$ cat src/rtl/mips_div_pkg.sv
`default_nettype none
// ============================================================================
// Module      : mips_div_pkg
// Description : Shared widths, state encodings and helpers for the iterative
//               MIPS DIV/DIVU unit.
// Revision    : 1.0 - initial release
// ============================================================================
package mips_div_pkg;

    localparam int RegBus       = 32;
    localparam int DoubleRegBus = 64;
    localparam int WorkBus      = 65;

    typedef enum logic [1:0] {
        DivFree   = 2'b00,
        DivByZero = 2'b01,
        DivOn     = 2'b10,
        DivEnd    = 2'b11
    } div_state_t;

    localparam logic DivResultReady    = 1'b1;
    localparam logic DivResultNotReady = 1'b0;
    localparam logic DivStart          = 1'b1;
    localparam logic DivStop           = 1'b0;

    localparam logic [5:0] DivIterations = 6'd32;

    function automatic logic [RegBus-1:0] twos_neg(input logic [RegBus-1:0] v);
        return ~v + RegBus'(1);
    endfunction

endpackage : mips_div_pkg
`default_nettype wire

$ cat src/rtl/mips_div_step.sv
`default_nettype none
// ============================================================================
// Module      : mips_div_step
// Description : One radix-2 restoring iteration: shift the work register left,
//               trial-subtract the divisor from the upper part, set quotient bit.
// Revision    : 1.0 - initial release
// ============================================================================
module mips_div_step
    import mips_div_pkg::*;
(
    input  logic [WorkBus-1:0] work,
    input  logic [RegBus-1:0]  divisor,
    output logic [WorkBus-1:0] work_next
);

    // Upper 33 bits after the shift, plus one guard bit so the borrow lands in bit 33.
    logic [RegBus+1:0] w_hi;
    logic [RegBus+1:0] w_diff;

    assign w_hi   = work[WorkBus-1:RegBus-1];
    assign w_diff = w_hi - {2'b00, divisor};

    always_comb begin
        if (w_diff[RegBus+1]) begin
            work_next = {work[WorkBus-2:0], 1'b0};
        end else begin
            work_next = {w_diff[RegBus:0], work[RegBus-2:0], 1'b1};
        end
    end

endmodule : mips_div_step
`default_nettype wire

$ cat src/rtl/mips_div.sv
`default_nettype none
// ============================================================================
// Module      : mips_div
// Description : Iterative 32-bit signed/unsigned divider for the EX stage,
//               returning {remainder, quotient} with a registered ready flag.
// Revision    : 1.0 - initial release
// ============================================================================
module mips_div
    import mips_div_pkg::*;
(
    input  logic                    clk,
    input  logic                    rst,
    input  logic                    signed_div_i,
    input  logic [RegBus-1:0]       opdata1_i,
    input  logic [RegBus-1:0]       opdata2_i,
    input  logic                    start_i,
    input  logic                    annul_i,
    output logic [DoubleRegBus-1:0] result_o,
    output logic                    ready_o
);

    div_state_t              r_state;
    div_state_t              w_state_nxt;
    logic [WorkBus-1:0]      r_work;
    logic [WorkBus-1:0]      w_work_nxt;
    logic [WorkBus-1:0]      w_work_step;
    logic [5:0]              r_cnt;
    logic [5:0]              w_cnt_nxt;
    logic [RegBus-1:0]       r_divisor;
    logic [RegBus-1:0]       w_divisor_nxt;
    logic                    r_sign1;
    logic                    w_sign1_nxt;
    logic                    r_sign2;
    logic                    w_sign2_nxt;
    logic [DoubleRegBus-1:0] r_result;
    logic [DoubleRegBus-1:0] w_result_nxt;
    logic                    r_ready;
    logic                    w_ready_nxt;

    logic                    w_accept;
    logic                    w_abort;
    logic [RegBus-1:0]       w_dividend_mag;
    logic [RegBus-1:0]       w_divisor_mag;
    logic [RegBus-1:0]       w_quotient;
    logic [RegBus-1:0]       w_remainder;

    mips_div_step u_step (
        .work      (r_work),
        .divisor   (r_divisor),
        .work_next (w_work_step)
    );

    assign w_accept = (start_i == DivStart) && !annul_i;
    assign w_abort  = annul_i || (start_i == DivStop);

    assign w_dividend_mag = (signed_div_i && opdata1_i[RegBus-1]) ? twos_neg(opdata1_i) : opdata1_i;
    assign w_divisor_mag  = (signed_div_i && opdata2_i[RegBus-1]) ? twos_neg(opdata2_i) : opdata2_i;

    // Sign flags are only ever set for DIV, so no separate signedness register is needed.
    assign w_quotient  = (r_sign1 ^ r_sign2) ? twos_neg(r_work[RegBus-1:0]) : r_work[RegBus-1:0];
    assign w_remainder = r_sign1 ? twos_neg(r_work[DoubleRegBus-1:RegBus])
                                 : r_work[DoubleRegBus-1:RegBus];

    always_comb begin
        w_state_nxt   = r_state;
        w_work_nxt    = r_work;
        w_cnt_nxt     = r_cnt;
        w_divisor_nxt = r_divisor;
        w_sign1_nxt   = r_sign1;
        w_sign2_nxt   = r_sign2;
        w_result_nxt  = r_result;
        w_ready_nxt   = r_ready;

        case (r_state)
            DivFree: begin
                w_ready_nxt  = DivResultNotReady;
                w_result_nxt = '0;
                if (w_accept) begin
                    if (opdata2_i == '0) begin
                        w_state_nxt = DivByZero;
                    end else begin
                        w_divisor_nxt = w_divisor_mag;
                        w_sign1_nxt   = signed_div_i && opdata1_i[RegBus-1];
                        w_sign2_nxt   = signed_div_i && opdata2_i[RegBus-1];
                        w_work_nxt    = {{(WorkBus-RegBus){1'b0}}, w_dividend_mag};
                        w_cnt_nxt     = '0;
                        w_state_nxt   = DivOn;
                    end
                end
            end

            DivByZero: begin
                if (w_abort) begin
                    w_state_nxt = DivFree;
                    w_work_nxt  = '0;
                    w_cnt_nxt   = '0;
                end else begin
                    w_result_nxt = '0;
                    w_ready_nxt  = DivResultReady;
                    w_state_nxt  = DivEnd;
                end
            end

            DivOn: begin
                if (w_abort) begin
                    w_state_nxt = DivFree;
                    w_work_nxt  = '0;
                    w_cnt_nxt   = '0;
                end else if (r_cnt != DivIterations) begin
                    w_work_nxt = w_work_step;
                    w_cnt_nxt  = r_cnt + 6'd1;
                end else begin
                    w_result_nxt = {w_remainder, w_quotient};
                    w_ready_nxt  = DivResultReady;
                    w_state_nxt  = DivEnd;
                end
            end

            DivEnd: begin
                // Flush is deliberately ignored here; EX releases by dropping start.
                if (start_i == DivStop) begin
                    w_state_nxt  = DivFree;
                    w_ready_nxt  = DivResultNotReady;
                    w_result_nxt = '0;
                end
            end

            default: begin
                w_state_nxt = DivFree;
            end
        endcase
    end

    always_ff @(posedge clk or posedge rst) begin
        if (rst) begin
            r_state   <= DivFree;
            r_work    <= '0;
            r_cnt     <= '0;
            r_divisor <= '0;
            r_sign1   <= 1'b0;
            r_sign2   <= 1'b0;
            r_result  <= '0;
            r_ready   <= DivResultNotReady;
        end else begin
            r_state   <= w_state_nxt;
            r_work    <= w_work_nxt;
            r_cnt     <= w_cnt_nxt;
            r_divisor <= w_divisor_nxt;
            r_sign1   <= w_sign1_nxt;
            r_sign2   <= w_sign2_nxt;
            r_result  <= w_result_nxt;
            r_ready   <= w_ready_nxt;
        end
    end

    assign result_o = r_result;
    assign ready_o  = r_ready;

endmodule : mips_div
`default_nettype wire
$ cat config.mk
export PLATFORM = sky130hd
export DESIGN_NAME = mips_div
export DESIGN_NICKNAME = d
export VERILOG_FILES = /design/src/rtl/mips_div_pkg.sv /design/src/rtl/mips_div_step.sv /design/src/rtl/mips_div.sv
export SDC_FILE = /design/constraint.sdc
export NUM_CORES = 1
export LEC_CHECK = 0
export ABC_AREA = 1
export CAP_MARGIN = 40
export CORE_ASPECT_RATIO = 1.1
export CORE_MARGIN = 4
export CORE_UTILIZATION = 30
export DETAILED_ROUTE_END_ITERATION = 10
export PLACE_DENSITY_LB_ADDON = 0.2
export SYNTH_ARGS = -nofsm -noshare
export SYNTH_HDL_FRONTEND = slang
export SYNTH_SLANG_ARGS = --single-unit
export TNS_END_PERCENT = 30
$ cat constraint.sdc
create_clock -name clk -period 7.19 [get_ports clk]
set_clock_uncertainty 0.1 [all_clocks]
set_input_delay 1.438 -clock clk [delete_from_list [all_inputs] [get_ports clk]]
set_output_delay 1.438 -clock clk [all_outputs]
set_load 0.02 [all_outputs]
==> results of run 1 <==
cells by family after synthesis:
family          count (synthesis)  share of synthesized area
simple gates                 1190                      0.376
compound gates                290                      0.120
fa+ha+maj                      45                     0.0420
xor+xnor                       65                     0.0419
buf+inv                       343                      0.102
flops                         172                      0.317
cell type report:
cell class,instances,area (um^2)
fillers,4968,28600
flip-flops and latches,172,4300
clock inverters,11,115
clock buffers,21,460
well taps,581,727
repair buffers,143,1450
inverters,282,1060
multi-input cells,1590,7890
routing by layer:
metal,vias to the layer above,global-route usage
li1,7005,-
met5,-,0
met4,0,0.0539
met1,6211,0.259
met3,59,0.0257
met2,287,0.301
flip-flops by register name (all words and copies together), names as in the netlist:
name       cells
r_work        65
ready_o        1
r_divisor     32
r_sign2        1
result_o      64
r_sign1        1
r_cnt          6
r_state        2
power groups by stage:
stage	combinational, W	clock (W)	sequential [W]
global route	0.00300	0.00101	0.00147
global placement	0.00260	0	0.00145
detailed placement	0.00265	0	0.00145
floorplan	0.00176	0	0.00147
finish	0.00265	0.000946	0.00143
CTS	0.00266	0.000969	0.00143
worst paths after layout:
kind	to	slack, ps	cells past startpoint
setup / recovery	r_cnt[3]	2800	15
hold / removal	result_o[7]	380	2
setup reg to reg	r_work[27]	3380	9
hold reg to reg	result_o[7]	380	2
max in group asynchronous	r_cnt[5]	4600	3
min in group asynchronous	result_o[40]	1350	2
critical path, delay by kind of cell:
family	cells	cell delay, ps
AOI/OAI and AO/OA	3	490
buffers and inverters	6	1800
and+or+nand+nor	5	680
adders and majority gates	1	210
through the flow:
stage          instances  total power [W]  area [um^2]  setup WS (ps)
4_1_cts             2800          0.00507        16000           2790
2_1_floorplan       2105          0.00323        13600            992
3_5_place_dp        2768          0.00411        15400           2300
5_1_grt             2800          0.00548        16000           2430
6_report            2800          0.00503        16000           2800
3_3_place_gp        2766          0.00404        15400           2370
cells in the mapped netlist, types with 4 or more instances:
cell type	n	area, um^2
nor3_1	29	145
nand2_4	5	56.3
o21bai_1	7	52.6
nor4_1	8	50.1
inv_2	7	26.3
xor2_1	46	403
buf_1	5	18.8
buf_6	6	67.6
a22o_1	8	70.1
o22ai_1	14	87.6
o31ai_1	5	37.5
nand2_1	664	2490
o2111ai_1	9	78.8
o211ai_1	6	45.0
buf_2	14	70.1
buf_4	4	30.0
xnor2_1	19	166
nor2_1	199	747
dfrtp_1	172	4300
clkbuf_1	29	109
o21ai_0	138	691
nand3_1	216	1080
a21o_1	4	30.0
ha_1	44	551
inv_1	273	1020
nand4_1	31	194
nand3b_1	10	75.1
a21oi_1	79	395
nor2_4	7	78.8
o21ai_1	6	30.0
==> run_results.csv, run 1 <==
group,metric,value,unit
logic_synthesis,synth_edf_count,0,
clock_tree,htreeDepth,4,
sta,rsz0062_at_grt,"no",
detailed_routing,antenna_left,0,
pwr,p_int,0.00261,W
placement,hpwlAfterDp,36.3,mm
logic_synthesis,synth-seq-cells,172,
setup_path,slowest_delay,640,ps
clock_tree,clk_path_buf_depth,2,
die,start_util,0.304,
detailed_routing,drt-total-wl,45.3,mm
final_layout,layout.nets,2320,
detailed_routing,drt-wirelength-per-cell,16.2,um
die,boundaryPins,134,
final_layout,area_growth,17.9,%
logic_synthesis,syn-num-nets,2219,
worst_hold_path,hold_class,"reg -> reg",
logic_synthesis,synth_cells,2105,
pwr,pwr-share-clk,0.188,
detailed_routing,dr_wl_met3,1.65,mm
job,maxCapViolations,0,
clock_tree,cts.repair.resized,0,
setup_path,crit_slowest_cell,"inv_2",
clock_tree,path_clk_slew,70,ps
pwr,peakVddDrop,187,uV
detailed_routing,wl_met2,20.7,mm
setup_path,crit_arrival,4640,ps
setup_path,cp_max_fo,55,
pwr,swShare,0.480,
die,fp.dieW,211,um
outcome,status,"finished clean",
setup_path,cp-start-kind,"input port",
final_layout,utilization,0.359,
placement,gp_congestion,0.888,
global_routing,grt_pass1_wl,72.3,mm
setup_path,path_cells,"clkdlybuf4s50_1 -> inv_1 -> ha_1 -> inv_1 -> nor3_4 -> inv_2 -> nor2_4 -> nand2_2 -> nor2_4 -> a21oi_1 -> nand3_2 -> buf_4 -> inv_2 -> o21ai_0 -> o21a_1",
clock_tree,cts_root_buf,"clkbuf_16",
clock_tree,ctsHoldBuffers,0,
sta,final_max_slew_viol_count,0,
sta,finalCriticalPeriod,4390,ps
detailed_routing,first_iter_violations,779,
global_routing,first_global_vias,13000,
clock_tree,insertion_delay,450,ps
placement,port-buffer-count,133,
sta,setup_tns,0,ps
detailed_routing,met1Wirelength,21.8,mm
final_layout,n_antenna_cell,0,
sta,hold_viol,0,
sta,max_clock_freq,228,MHz
sta,relSlewSlack,0.405,
logic_synthesis,syn_area,0.0136,mm^2
logic_synthesis,synth_seq_area_share,0.317,
final_layout,drive_gt1_frac,0.0361,
global_routing,gr-total-overflow,0,
sta,worst_slew_pin_slew,892,ps
global_routing,grt_max_degree,108,
setup_path,crit_path_start,"opdata2_i[0]",
pwr,power_leakage,8.04,nW
global_routing,grtUsageTotal,0.186,
sta,finalSetupViolations,0,
setup_path,criticalPathCategory,"in -> reg",
die,rows,81,
die,die-area,0.0487,mm^2
die,die_h,231,um
logic_synthesis,synth_cell_type_count,52,
detailed_routing,top_layer_used,"met4",
detailed_routing,drc,0,
pwr,powerDensity,314,mW/mm^2
logic_synthesis,synth_ff_type,"dfrtp_1",
die,core_area,0.0446,mm^2
worst_hold_path,hold_start,"result_o[7]",
setup_path,required,7430,ps
final_layout,layout_common_cells,"nand2_1, inv_1, nand3_1",
global_routing,antenna_found_initial,0,
logic_synthesis,yosys_warnings,0,
final_layout,layout_commonest_cell,"nand2_1",
clock_tree,numCtsBuffers,17,
clock_tree,cts_setup_buffers,0,
pwr,p_switching,0.00241,W
clock_tree,clock-sinks,172,
sta,timing.hold.ws,378,ps
setup_path,r2r-start,"r_state[0]",
detailed_routing,vias,13600,
logic_synthesis,synthArstFlopShare,1.00,
logic_synthesis,syn_avg_cell_area,6.45,um^2
detailed_routing,dr.pass1.iters,6,
pwr,power_frac_seq,0.285,
setup_path,worst_setup_path_end_kind,"flop",
sta,timing.final.crit_share,0.611,
pwr,p_comb_frac,0.527,
detailed_routing,viasPerCell,4.84,
clock_tree,cts_tree,"built",
Power figures use the tool's default switching activity.
==> run 2: changes to the inputs <==
==> constraint.sdc (replaced) <==
create_clock -name clk -period 3.95 [get_ports clk]
set_clock_uncertainty 0.1 [all_clocks]
set_input_delay 0.79 -clock clk [delete_from_list [all_inputs] [get_ports clk]]
set_output_delay 0.79 -clock clk [all_outputs]
set_load 0.02 [all_outputs]
==> run 2 against run 1 <==
  * Sequential power increased by 83%
  * Core utilization increased by 0.22 points
  * Wire length increased by 0.63%
  * Non-clock buffer count increased by 12
  * Clock power increased by 86%
  * Count of clock-buffer cells in the layout unchanged
  * Power increased by 83%
  * Combinational power increased by 82%
  * Sequential share of layout area decreased by 0.17 points
  * Critical path type unchanged
==> run_results.csv, run 2 (same netlist as run 1, synthesis figures left out) <==
group,metric,value,unit
detailed_routing,drt-wirelength-per-cell,16.2,um
setup_path,r2r_cells,15,
detailed_routing,first_iter_violations,850,
clock_tree,numCtsBuffers,17,
setup_path,cp_max_fo,47,
final_layout,largest_register_ffs,65,
clock_tree,cts_setup_buffers,0,
sta,finalSetupViolations,0,
final_layout,fill_cells,4902,
die,rows,81,
global_routing,gr-total-overflow,0,
clock_tree,path_clk_slew,70,ps
placement,port-buffer-count,133,
die,fp.dieW,211,um
die,die-area,0.0487,mm^2
pwr,peakVddDrop,340,uV
sta,hold_viol,0,
worst_hold_path,hold_class,"reg -> reg",
placement,place_ws,416,ps
clock_tree,clk_path_buf_depth,2,
die,boundaryPins,134,
placement,hpwlAfterDp,36.6,mm
detailed_routing,drc,0,
clock_tree,cts.repair.resized,0,
final_layout,n_antenna_cell,0,
detailed_routing,drt-total-wl,45.6,mm
worst_hold_path,min_path_cells,2,
final_layout,layout_common_cells,"nand2_1, inv_1, nand3_1",
placement,gp_congestion,0.884,
global_routing,first_global_vias,13200,
sta,final_max_slew_viol_count,0,
setup_path,crit_arrival,3280,ps
global_routing,grt_pass1_wl,73.2,mm
final_layout,drive_gt1_frac,0.0412,
setup_path,criticalPathCategory,"in -> reg",
final_layout,area_growth,18.7,%
sta,finalWorstSetupSlack,887,ps
final_layout,layout_commonest_cell,"nand2_1",
outcome,status,"finished clean",
global_routing,antenna_found_initial,0,
pwr,power_leakage,8.08,nW
final_layout,seq_area,0.00430,mm^2
sta,rsz0062_at_grt,"no",
detailed_routing,vias,13700,
die,start_util,0.304,
clock_tree,insertion_delay,450,ps
setup_path,cp-start-kind,"input port",
clock_tree,clock-sinks,172,
detailed_routing,antenna_left,0,
clock_tree,ctsHoldBuffers,0,
sta,worst_slew_pin_slew,854,ps
sta,setup_tns,0,ps
job,maxCapViolations,0,
die,die_h,231,um
setup_path,required,4160,ps
clock_tree,cts_root_buf,"clkbuf_16",
sta,timing.final.crit_share,0.775,
sta,finalCriticalPeriod,3060,ps
final_layout,layout.nets,2332,
detailed_routing,dr.pass1.iters,5,
final_layout,multi_input_area,0.00789,mm^2
pwr,powerDensity,571,mW/mm^2
setup_path,r2r_slack,1050,ps
global_routing,grtUsageTotal,0.187,
clock_tree,cts_tree,"built",
setup_path,worst_setup_path_end_kind,"flop",
detailed_routing,viasPerCell,4.88,
die,core_area,0.0446,mm^2
sta,relSlewSlack,0.426,
global_routing,grt_max_degree,99,
clock_tree,htreeDepth,4,
final_layout,regMostFlops,"r_work",
sta,timing.hold.ws,384,ps
sta,max_clock_freq,327,MHz
-- run 2: changes by cell type in the layout (fill, tap and decap cells not counted) --
cell / previous run / this run
clkinvlp_4: 0 / 4
buf_8: 1 / 0
clkinv_2: 7 / 1
clkinv_4: 0 / 2
buf_4: 7 / 20
-- run 2: worst max-delay path: stages --
cell             delay [ps]
clkdlybuf4s50_1         400
inv_1                    90
ha_1                    170
inv_1                    90
nor3_4                  250
inv_2                    80
nor2_4                  150
nand2_2                  80
nor2_4                  190
a21oi_1                 120
nand3_2                 130
buf_4                   460
nand2_1                 110
a21boi_1                150
-- run 2: final cells by class --
cell class                      count  area share
Inverter                          282      0.0660
Timing Repair Buffer              155      0.0949
Multi-Input combinational cell   1590       0.490
Tap cell                          581      0.0451
Clock inverter                     11     0.00831
Sequential cell                   172       0.267
Clock buffer                       21      0.0286
-- run 2: worst paths after layout --
kind	from	to
setup / recovery	opdata2_i[0]	r_work[28]
hold / removal	result_o[29]	result_o[29]
setup reg to reg	r_work[38]	r_work[43]
hold reg to reg	result_o[29]	result_o[29]
max in group asynchronous	rst	r_work[13]
min in group asynchronous	rst	result_o[46]
-- run 2: power by group --
part	internal, W	switching, W
clock	0.000975	0.000783
sequential	0.00224	0.000377
combinational	0.00156	0.00327
-- run 2: metal layers --
layer	wire length, um	GRT usage	up-vias	part of all wire
li1	-	-	7017	-
met1	22000	0.261	6345	0.48
met2	20900	0.304	305	0.46
met3	1780	0.0244	50	0.039
met4	1040	0.0529	0	0.023
met5	0	0	-	0
-- run 2: stage by stage --
step	cell area, um^2	power (W)	utilization	cells
after detailed placement	15500	0.00748	0.348	2780
after floorplan	13600	0.00588	-	2105
after CTS	16100	0.00927	0.361	2812
final	16100	0.00920	0.361	2812
after global routing	16100	0.00999	0.361	2812
after global placement	15500	0.00742	0.347	2779
==> run 3: changes to the inputs <==
==> constraint.sdc (replaced) <==
create_clock -name clk -period 2.5 [get_ports clk]
set_clock_uncertainty 0.1 [all_clocks]
set_input_delay 0.5 -clock clk [delete_from_list [all_inputs] [get_ports clk]]
set_output_delay 0.5 -clock clk [all_outputs]
set_load 0.02 [all_outputs]
==> run 3 against run 2 <==
  * Design area grew 12%
  * Worst hold slack got worse by 1.6 ps
  * Global-route usage grew 0.90 points
  * Sequential power increased by 58%
  * First-iteration DRC count up 24%
  * Via count grew 5.8%
  * Die area unchanged
  * Combinational power increased by 82%
  * Power grew 71%
  * Sequential cell count unchanged
==> run_results.csv, run 3 (same netlist as run 1, synthesis figures left out) <==
group,metric,value,unit
global_routing,grt_pass1_wl,76.4,mm
setup_path,endpoint,"r_work[63]",
pwr,power_leakage,9.11,nW
die,fp.dieW,211,um
die,core_area,0.0446,mm^2
setup_path,r2r-end,"r_work[63]",
global_routing,first_global_vias,14000,
pwr,total_power,0.0157,W
placement,gp_congestion,0.948,
clock_tree,clock-sinks,172,
clock_tree,path_clk_slew,70,ps
die,boundaryPins,134,
final_layout,regMostFlops,"r_work",
placement,dpl_cell_area,0.0171,mm^2
setup_path,r2r_slack,90,ps
sta,rsz0062_at_grt,"yes",
sta,worst_slew_pin_slew,573,ps
final_layout,n_antenna_cell,0,
pwr,peakVddDrop,480,uV
detailed_routing,drt-total-wl,48.1,mm
setup_path,required,2800,ps
die,die-area,0.0487,mm^2
detailed_routing,dr.pass1.iters,6,
detailed_routing,drt-wirelength-per-cell,16.0,um
detailed_routing,first_iter_violations,1050,
setup_path,worst_setup_path_end_kind,"flop",
sta,timing.final.crit_share,0.965,
pwr,pwr-share-clk,0.178,
final_layout,fill_cells,4801,
pwr,swShare,0.471,
detailed_routing,drc,0,
pwr,p_switching,0.00740,W
final_layout,largest_register_ffs,65,
die,start_util,0.304,
global_routing,antenna_found_initial,0,
clock_tree,cts_tree,"built",
setup_path,crit_path_start,"r_work[49]",
placement,port-buffer-count,133,
final_layout,area_growth,32.7,%
global_routing,grt_max_degree,98,
final_layout,design_area,0.0180,mm^2
sta,finalSetupViolations,0,
sta,max_clock_freq,415,MHz
die,die_h,231,um
outcome,status,"finished clean",
clock_tree,htreeDepth,4,
sta,finalCriticalPeriod,2410,ps
pwr,power_frac_seq,0.263,
final_layout,layout_common_cells,"nand2_1, inv_1, nand3_1",
sta,relSlewSlack,0.618,
setup_path,r2r-start,"r_work[49]",
setup_path,crit_arrival,2710,ps
clock_tree,cts_root_buf,"clkbuf_16",
detailed_routing,antenna_left,0,
setup_path,criticalPathCategory,"reg -> reg",
pwr,p_comb_frac,0.559,
worst_hold_path,hold_class,"reg -> reg",
sta,final_max_slew_viol_count,0,
pwr,p_int,0.00830,W
setup_path,cp-start-kind,"flop",
sta,hold_viol,0,
detailed_routing,viasPerCell,4.81,
detailed_routing,vias,14500,
final_layout,layout_commonest_cell,"nand2_1",
pwr,powerDensity,872,mW/mm^2
clock_tree,clk_path_buf_depth,2,
final_layout,drive_gt1_frac,0.138,
placement,hpwlAfterDp,39.1,mm
final_layout,layout.nets,2536,
clock_tree,insertion_delay,460,ps
clock_tree,ctsHoldBuffers,0,
die,rows,81,
global_routing,gr-total-overflow,0,
setup_path,cp_max_fo,16,
setup_path,r2r_cells,13,
clock_tree,numCtsBuffers,17,
global_routing,grtUsageTotal,0.196,
job,maxCapViolations,0,
run 3: cell type report:
| cell class | count | area [um^2] | area share |
|---|---|---|---|
| Sequential cell | 172 | 4310 | 0.239 |
| Inverter | 282 | 1060 | 0.0590 |
| Timing Repair Buffer | 358 | 3190 | 0.177 |
| Clock buffer | 19 | 443 | 0.0246 |
| Clock inverter | 13 | 159 | 0.00882 |
| Multi-Input combinational cell | 1591 | 8120 | 0.451 |
| Tap cell | 581 | 727 | 0.0404 |
run 3: metal layers:
layer | up-vias | part of all wire | track usage
li1 | 7429 | - | -
met1 | 6702 | 0.47 | 0.276
met2 | 336 | 0.46 | 0.317
met3 | 46 | 0.049 | 0.0319
met4 | 0 | 0.016 | 0.0440
met5 | - | 0 | 0
run 3: critical path, cell delays in order, from the launching register on:
cell and delay, ps:
dfrtp_1 440, ha_1 370, nand2_1 80, nand2_1 90, nand2_1 80, nand2_1 90, a21oi_2 150, nor2_1 80
nor2_4 190, nand3_2 190, buf_8 210, nand3_1 120, nand3_1 90, nand2_1 70
run 3: worst min path at each step:
| stage | from | endpoint | slack, ps | cells past startpoint |
|---|---|---|---|---|
| finish | result_o[1] | result_o[1] | 380 | 2 |
| global placement | result_o[16] | result_o[16] | 370 | 2 |
| detailed placement | result_o[20] | result_o[20] | 370 | 2 |
| CTS | r_divisor[28] | r_divisor[28] | 390 | 2 |
| floorplan | r_divisor[28] | r_divisor[28] | 350 | 2 |
| global route | result_o[15] | result_o[15] | 410 | 2 |
run 3: power by group through the flow:
stage / Clock [W] / Combinational [W] / Sequential [W]
floorplan: 0 / 0.00506 / 0.00424
global placement: 0 / 0.00847 / 0.00416
detailed placement: 0 / 0.00858 / 0.00418
CTS: 0.00286 / 0.00861 / 0.00413
global route: 0.00297 / 0.00982 / 0.00423
finish: 0.00279 / 0.00877 / 0.00413
run 3: through the flow:
stage | setup TNS, ps | utilization | hold WS, ps | setup slack (ps) | std cells
5_1_grt | -85.2 | 0.404 | 410 | -23.9 | 3016
6_report | 0 | 0.404 | 382 | 87.8 | 3016
2_1_floorplan | -51030 | - | 349 | -297 | 2105
4_1_cts | 0 | 0.397 | 388 | 8.42 | 3012
3_3_place_gp | -18730 | 0.384 | 366 | -274 | 2980
3_5_place_dp | -17510 | 0.384 | 369 | -273 | 2980
run 3: timing repair:
item	4_1_cts	5_1_grt
setup buffers	0	2
pin swaps	0	3
gates cloned	0	2
resized for setup	1	47
endpoints found under the setup margin	6	39
